## config.mk

```make
export PLATFORM = sky130hd
export DESIGN_NAME = fetch_unit
export DESIGN_NICKNAME = d
export VERILOG_FILES = /design/src/rtl/fetch_unit.sv
export SDC_FILE = /design/constraint.sdc
export NUM_CORES = 1
export LEC_CHECK = 0
export CAP_MARGIN = 20
export CORE_ASPECT_RATIO = 1.4
export CORE_UTILIZATION = 47
export DETAILED_ROUTE_END_ITERATION = 16
export GPL_TIMING_DRIVEN = 0
export PLACE_DENSITY = 0.82
export SETUP_SLACK_MARGIN = 0.3
export SKIP_LAST_GASP = 1
export SYNTH_ARGS = -nofsm -noshare
export SYNTH_HDL_FRONTEND = slang
export SYNTH_SLANG_ARGS = --single-unit
```

## constraint.sdc

```tcl
create_clock -name clock -period 2.1 [get_ports clock]
set_input_delay 0.42 -clock clock [delete_from_list [all_inputs] [get_ports clock]]
set_output_delay 0.42 -clock clock [all_outputs]
set_load 0.02 [all_outputs]
```

## src/rtl/fetch_unit.sv

```systemverilog
// Instruction fetch stage: owns the PC, issues word fetches to instruction memory,
// buffers returned words in a small prefetch FIFO and hands {pc, instr} to decode.
module fetch_unit #(
    parameter logic [31:0] RESET_PC = 32'h0000_0000,
    parameter int          DEPTH    = 2
) (
    input  logic        clock,
    input  logic        reset_n,
    input  logic        redirect_valid,
    input  logic [31:0] redirect_pc,
    output logic [31:0] imem_addr,
    output logic [1:0]  imem_size,
    input  logic [31:0] imem_rdata,
    output logic        out_valid,
    input  logic        out_ready,
    output logic [31:0] out_pc,
    output logic [31:0] out_instr,
    output logic        fault
);

    localparam int AW = $clog2(DEPTH);
    localparam logic [AW-1:0] PTR_ONE   = AW'(1);
    localparam logic [AW:0]   CNT_ONE   = (AW+1)'(1);
    localparam logic [AW:0]   CNT_ZERO  = (AW+1)'(0);
    localparam logic [AW-1:0] PTR_ZERO  = AW'(0);
    localparam logic [AW+1:0] DEPTH_W   = (AW+2)'(DEPTH);

    typedef enum logic [0:0] {
        ST_RUN  = 1'b0,
        ST_HALT = 1'b1
    } state_t;

    state_t        state_r;
    logic [31:0]   fetch_pc_r;
    logic          inflight_r;
    logic [31:0]   inflight_pc_r;
    logic [AW:0]   count_r;
    logic [AW-1:0] head_r;
    logic [AW-1:0] tail_r;
    logic          fault_r;
    logic [31:0]   pc_mem_r    [DEPTH];
    logic [31:0]   instr_mem_r [DEPTH];

    logic          run_s;
    logic          pop_s;
    logic          push_s;
    logic          issue_s;
    logic          misalign_s;
    logic [AW+1:0] occupancy_s;

    assign imem_addr = fetch_pc_r;
    assign imem_size = 2'd3;
    assign out_valid = (count_r != CNT_ZERO);
    assign out_pc    = pc_mem_r[head_r];
    assign out_instr = instr_mem_r[head_r];
    assign fault     = fault_r;

    // Handshake, issue-credit and capture decisions for the current cycle.
    always_comb begin
        run_s       = (state_r == ST_RUN);
        pop_s       = out_valid && out_ready;
        misalign_s  = (redirect_pc[1:0] != 2'b00);
        push_s      = run_s && inflight_r && !redirect_valid;
        // Credit counts words already buffered plus the one still returning from memory.
        occupancy_s = {1'b0, count_r} + {{(AW+1){1'b0}}, inflight_r}
                    - {{(AW+1){1'b0}}, pop_s};
        if (run_s && !redirect_valid && (occupancy_s < DEPTH_W)) begin
            issue_s = 1'b1;
        end else begin
            issue_s = 1'b0;
        end
    end

    // PC, in-flight tracking, prefetch FIFO and run/halt state.
    always_ff @(posedge clock or negedge reset_n) begin
        if (!reset_n) begin
            state_r       <= ST_RUN;
            fetch_pc_r    <= RESET_PC;
            inflight_r    <= 1'b0;
            inflight_pc_r <= 32'h0000_0000;
            count_r       <= CNT_ZERO;
            head_r        <= PTR_ZERO;
            tail_r        <= PTR_ZERO;
            fault_r       <= 1'b0;
            for (int i = 0; i < DEPTH; i++) begin
                pc_mem_r[i]    <= 32'h0000_0000;
                instr_mem_r[i] <= 32'h0000_0000;
            end
        end else begin
            case (state_r)
                ST_RUN: begin
                    if (redirect_valid) begin
                        // Flush everything; a capture due at this edge is dropped.
                        count_r    <= CNT_ZERO;
                        head_r     <= PTR_ZERO;
                        tail_r     <= PTR_ZERO;
                        inflight_r <= 1'b0;
                        if (misalign_s) begin
                            state_r <= ST_HALT;
                            fault_r <= 1'b1;
                        end else begin
                            fetch_pc_r <= redirect_pc;
                        end
                    end else begin
                        if (push_s) begin
                            pc_mem_r[tail_r]    <= inflight_pc_r;
                            instr_mem_r[tail_r] <= imem_rdata;
                            tail_r              <= tail_r + PTR_ONE;
                        end
                        if (pop_s) begin
                            head_r <= head_r + PTR_ONE;
                        end
                        case ({push_s, pop_s})
                            2'b10:   count_r <= count_r + CNT_ONE;
                            2'b01:   count_r <= count_r - CNT_ONE;
                            default: count_r <= count_r;
                        endcase
                        if (issue_s) begin
                            fetch_pc_r    <= fetch_pc_r + 32'd4;
                            inflight_r    <= 1'b1;
                            inflight_pc_r <= fetch_pc_r;
                        end else begin
                            inflight_r <= 1'b0;
                        end
                    end
                end
                ST_HALT: begin
                    state_r    <= ST_HALT;
                    fault_r    <= 1'b1;
                    inflight_r <= 1'b0;
                    count_r    <= CNT_ZERO;
                end
                default: begin
                    state_r    <= ST_HALT;
                    fault_r    <= 1'b1;
                    inflight_r <= 1'b0;
                    count_r    <= CNT_ZERO;
                end
            endcase
        end
    end

endmodule

```

# After elaboration in Yosys (flattened, before gate mapping)

Cells that the tools add are included.

Register bits after elaboration: 199
Logic and storage cells: 81
Input port bits: 68
Output and inout port bits: 100

Add/sub/neg operators: 7
Bitwise gates (word level): 4
Eq/ne operators: 6
Muxes and demuxes: 30
Reductions and logical operators: 18
Magnitude comparators: 4

Operators with widths:

| operator              | count |
|---|---|
| $mux 32               | 10 |
| $bwmux 64             | 2 |
| $add 32x3->32 const B | 1 |
| $demux 32 s1          | 1 |
| $mux 1                | 11 |
| $reduce_bool 2->1     | 5 |
| $reduce_and 3->1      | 3 |
| $pmux 2 s2            | 2 |
| $logic_and 1x1->1     | 6 |
| $pmux 1 s2            | 3 |
| $reduce_and 2->1      | 3 |
| $ge 2x2->1 const B    | 2 |
| $ne 2x2->1 const B    | 2 |
| $ne 4x2->1 const B    | 1 |
| $not 1->2             | 2 |
| $add 2x1->3           | 1 |
| $lt 3x2->1 const B    | 1 |
| $sub 3x1->3           | 1 |
| $add 1x1->1 const B   | 2 |
| $add 2x1->2 const B   | 1 |
| $eq 2x1->1 const B    | 1 |
| $eq 2x2->1 const B    | 1 |
| $lt 2x1->1 const B    | 1 |
| $mux 2                | 1 |
| 4 further kinds       | 5 |

# Longest topological paths before layout

Gate-level depths: netlist (run 1).

Word-level depth: 9
Mapped depth: 11
Mapped depth without buffers: 10

# Worst setup path after synthesis (run 1)

No wires, ideal clock.

Path kind: register to register
Start: register count_r[1]
End: register fetch_pc_r[30] (netlist: imem_addr[30])
Data required time: 2.006 ns
Setup time: 0.094 ns
Slack: -0.165 ns
Clock period less this slack: 2.265 ns
Arrival time: 2.171 ns
Cell stages (with the launch flop): 12
Path buffers: 2
Path through: dfrtp_1 -> nand2_1 -> mux2i_1 -> nand2_1 -> fa_1 -> xnor2_1 -> nand3_2 -> inv_2 -> buf_2 -> buf_4 -> nor3_1 -> a211oi_1

Longest elaborated chain between the ends: 8
Elaborated cells between the ends (all ways): 9
Those cells by class: add/sub (2); order compare (1); mux (1); reduce/logical (5)

Ends and longest elaborated chain:

| item                                                | RTL line | text |
|---|---|---|
| start: declaration                                  | 37       | `logic [AW:0] count_r;` |
| start signal: assignment                            | 114      | `2'b10: count_r <= count_r + CNT_ONE;` |
| start signal: assignment                            | 115      | `2'b01: count_r <= count_r - CNT_ONE;` |
| start signal: assignment                            | 116      | `default: count_r <= count_r;` |
| branches (longest 2 deep; another with $add 2x1->3) | --       |  |
| $sub 3x1->3 *                                       | 66       | `- {{(AW+1){1'b0}}, pop_s};` |
| $lt 3x2->1 *                                        | 67       | `if (run_s && !redirect_valid && (occupancy_s < DEPTH_W)) begin` |
| $logic_and 1x1->1 *                                 | 67       |  |
| $mux 1 *                                            | 67       |  |
| $reduce_bool 2->1 (no source line) *                | --       |  |
| $reduce_and 3->1 (no source line) *                 | --       |  |
| end signal: assignment                              | 102      | `fetch_pc_r <= redirect_pc;` |
| end signal: assignment                              | 119      | `fetch_pc_r <= fetch_pc_r + 32'd4;` |
| end: declaration                                    | 34       | `logic [31:0] fetch_pc_r;` |

Every way passes the cells marked *.
A chain may end at the register's enable or synchronous reset.

# Worst setup path in the final report (run 1)

Start: register count_r[1]
End: register fetch_pc_r[11] (netlist: imem_addr[11])

The elaborated chain is that of the path after synthesis.

==> reports/summary.log, run 1 <==
qor: synthesis.synthFlopType sky130_fd_sc_hd__dfrtp_1
qor: route.met3_wirelength 1380 um
qor: critical_path.start_kind flop
qor: worst_hold_path.worst_hold_startpoint redirect_valid
qor: sta.fmax 428 MHz
qor: die.num_rows 59
qor: synthesis.synth.cell_area 9030 um2
qor: synthesis.netlist_instances 741
qor: worst_hold_path.holdCritPathClass in2reg
qor: critical_path.worst-r2r-setup-slack -0.23 ns
qor: sta.timing.final.crit_share 111%
qor: sta.setup_viol_count_final 104
qor: route.drt_first_pass_iters 5
qor: route.drc 0
qor: pwr.leakage_power_of_the_design 6.87 nW
qor: synthesis.synth-edff-count 0
qor: clock_tree.cts_root_buf sky130_fd_sc_hd__clkbuf_16
qor: cells_and_area.post_route_cells_drive_above_1_share 44.6%
qor: critical_path.path_class reg2reg
qor: sta.slew_viol_final 0
qor: place.place_ws -0.876 ns
qor: route.detailedRoute.firstIterationViolations 454
qor: sta.final.setup.tns -12.82 ns
qor: route.route.met2.wl 12,500 um
qor: sta.tightest_slew 0.621 ns
qor: clock_tree.clock_buffer_count_from_cts 17
qor: critical_path.critPathSlowestCell sky130_fd_sc_hd__dfrtp_2
qor: critical_path.r2r_start count_r[1]$_DFFE_PN0P_
qor: global_routing.grt_overflow 0
qor: die.die_h 166 um
qor: global_routing.vias_in_the_first_global_route 6,707
qor: sta.layout_setup_ws -0.234 ns
qor: cells_and_area.n_antenna_cell 0
qor: die.core_area 18,700 um2
qor: cells_and_area.most_frequent_standard_cell_in_the_layout_excluding_fill_and_tap_cells sky130_fd_sc_hd__dfrtp_1
qor: clock_tree.clkSlewWorstSetupHoldPaths 0.08 ns
qor: place.detailed_place_hpwl 15,200 um
qor: sta.report.final.hold_viol_count 0
qor: synthesis.ys_seq_elements 199
qor: route.route.layer.met1.wl 9210 um
qor: synthesis.async_reset_ff_share 100%
qor: synthesis.ys_types 45
qor: global_routing.antenna_found_initial 0
qor: sta.hold-worst-slack 0.384 ns
qor: die.floorplan.initialDensity 48.3%
qor: sta.rsz0062_at_grt yes
qor: route.detail_route_antenna_nets 0
qor: critical_path.slowest_delay 0.39 ns
qor: run_status.status finished with violations
qor: critical_path.critPathBufInv 2
qor: clock_tree.clock_tree_from_tritoncts built
qor: critical_path.ff2ff_path_depth 11
qor: route.routed_via_density 5.49
qor: cells_and_area.highest_count_cells_in_the_layout_ignoring_fill_and_taps sky130_fd_sc_hd__dfrtp_1 (187), sky130_fd_sc_hd__mux2_2 (130), sky130_fd_sc_hd__nand2_1 (94)
qor: pwr.irDropWorstVdd 491 uV
qor: die.die_area 19,800 um2
qor: global_routing.grt_max_degree 124
qor: route.detailroute.via_count 6,734
qor: pwr.totalPowerFinal 0.00827 W
qor: route.wl 24,000 um
qor: clock_tree.cts_buffer_depth 2
qor: cells_and_area.fillerInstances 1,289
qor: route.highest_layer met4
qor: critical_path.worstReg2RegEnd imem_addr[11]$_DFFE_PN0P_
qor: pwr.cellPowerDensity 632 nW/um2
qor: route.routedWlPerCell 19.6 um
qor: clock_tree.clock_sinks 199
qor: run_status.failed_checks setup timing
qor: clock_tree.htreeDepth 4
qor: synthesis.synth_sequential_area_ratio 55.2%
qor: flow_run.drv.max_cap_violation_count 0
qor: cells_and_area.num-nets-final 1,040
qor: critical_path.critical_path_cell_sequence nand2_2 -> mux2i_1 -> nand2_1 -> fa_2 -> xnor2_2 -> nand3_4 -> inv_8 -> buf_12 -> nand2_4 -> mux2i_2 -> a21oi_1
qor: critical_path.crit_path_end_kind flop
qor: place.place.gp.congestion 0.942
qor: clock_tree.clk-insertion-delay-late 0.44 ns
qor: die.die_width 119 um
qor: cells_and_area.flow.area_growth_from_synthesis 44.9%
qor: sta.post_route_skew 0.0112 ns
qor: worst_hold_path.number_of_cells_on_the_worst_hold_path 2
qor: worst_hold_path.whs_endpoint state_r$_DFF_PN0_
qor: place.placement.io_buffers 164
qor: sta.slew-limit-headroom 58.6%
qor: critical_path.timing.critical_path.required 2.42 ns
qor: global_routing.first_pass_grt_wire_length 36,000 um
qor: critical_path.critical_path_peak_fanout 5
qor: synthesis.yosys_warnings 0
qor: critical_path.top_cell_family_by_delay_on_the_critical_path multiplexers
qor: critical_path.timing.critical_path.arrival 2.65 ns
qor: sta.period_needed 2.33 ns
qor: die.top_level_ports 168
qor: cells_and_area.final_core_util 70.0%
qor: synthesis.post_synth.cell_area_avg 12.2 um2
qor: global_routing.grt_use_total 23.7%
-- timing repair --
| action | in CTS | in global routing |
|---|---|---|
| hold buffers | 1 | 0 |
| endpoints found under the hold margin | 76 | 0 |
| setup endpoints to repair | 281 | 290 |
| pin swaps | 6 | 18 |
| resized for setup | 341 | 305 |
| setup buffers | 18 | 15 |
| gates cloned | 3 | 7 |
-- synth_stat cells (all sizes together), types with 8 or more instances --
library cell  instances  area share, %
dfrtp               199             55
mux2                192             24
nand2               115            4.8
buf                  29            1.6
a21oi                26            1.4
o21ai                24            1.3
mux2i                22            2.4
nor2                 19           0.85
nand3                14           0.89
clkbuf               13           0.55
nand4                12            1.0
nor3                 11           0.61
a22oi                 8           0.67
or3                   8           0.55
-- metal layers --
| metal | up-vias | track usage (%) |
|---|---|---|
| met3 | 53 | 4.91 |
| met5 | - | 0 |
| met4 | 0 | 11.6 |
| met1 | 3326 | 28.8 |
| met2 | 281 | 39.8 |
| li1 | 3074 | - |
-- layout make-up --
| class | instances | area (um2) | area share [%] |
|---|---|---|---|
| buffer | 42 | 438 | 3.35 |
| clock inverter | 15 | 180 | 1.38 |
| timing repair buffer | 208 | 2370 | 18.1 |
| inverter | 5 | 26.3 | 0.201 |
| multi-input combinational | 497 | 4340 | 33.2 |
| tap | 244 | 305 | 2.33 |
| sequential | 199 | 4990 | 38.2 |
| clock buffer | 17 | 425 | 3.25 |
-- cell families (layout without fill, tap and decap cells) --
logic type	after synthesis	in the layout	synth area share, %
muxes	214	214	26.4
and+or+nand+nor	206	207	11.1
DFF	199	199	55.2
AOI/OAI and AO/OA	71	71	4.46
buffers and inverters	47	287	2.37
adders and majority gates	2	2	0.360
other	1	2	0.0415
xor gates and xnor gates	1	1	0.0971
-- state kept, by name, indices dropped and copies added, names as in the netlist, 2 cells and up --
name,cells
pc_mem_r,64
instr_mem_r,64
imem_addr,32
count_r,2
inflight_pc_r,32
-- power breakdown --
| part | leakage [nW] | internal (W) | total [W] | switching, W |
|---|---|---|---|---|
| Sequential | 2.62 | 0.00402 | 0.00418 | 0.000157 |
| Clock | 0.297 | 0.00172 | 0.00334 | 0.00162 |
| Combinational | 3.96 | 0.000393 | 0.000747 | 0.000354 |
| Total | 6.87 | 0.00613 | 0.00827 | 0.00213 |
-- worst register-to-register path, delay by kind of cell (launching register included) --
family | cells | cell delay, ns
xor+xnor | 1 | 0.22
buf+inv | 2 | 0.30
flops | 1 | 0.39
mux | 2 | 0.40
simple gates | 4 | 0.42
fa+ha+maj | 1 | 0.37
compound gates | 1 | 0.11
-- per-stage QoR --
stage               std cells  area (um2)
CTS                      1205       12000
detailed placement       1151       11100
global route             1227       13100
floorplan                 742        9100
global placement         1150       11000
finish                   1227       13100
-- worst max-delay path by stage --
stage	start	to	slack, ns	cells past startpoint
after CTS	count_r[0]$_DFFE_PN0P_	imem_addr[21]$_DFFE_PN0P_	-0.11	10
after floorplan	count_r[1]$_DFFE_PN0P_	imem_addr[30]$_DFFE_PN0P_	0.04	11
after global placement	reset_n	count_r[1]$_DFFE_PN0P_	-8.25	1
final	count_r[1]$_DFFE_PN0P_	imem_addr[11]$_DFFE_PN0P_	-0.23	11
after detailed placement	out_ready	imem_addr[30]$_DFFE_PN0P_	-0.88	12
after global routing	count_r[0]$_DFFE_PN0P_	imem_addr[9]$_DFFE_PN0P_	-0.30	10
No activity file was read; power rests on OpenSTA's default activity.
==> run 2, diff against run 1 <==
--- a/config.mk
+++ b/config.mk
@@ -5,6 +5,7 @@
 export SDC_FILE = /design/constraint.sdc
 export NUM_CORES = 1
 export LEC_CHECK = 0
+export ABC_CLOCK_PERIOD_IN_PS = 2100
 export CAP_MARGIN = 20
 export CORE_ASPECT_RATIO = 1.4
 export CORE_UTILIZATION = 47
==> results of run 2 <==
No change in the layout: final DEF, timing and power equal those of run 1.
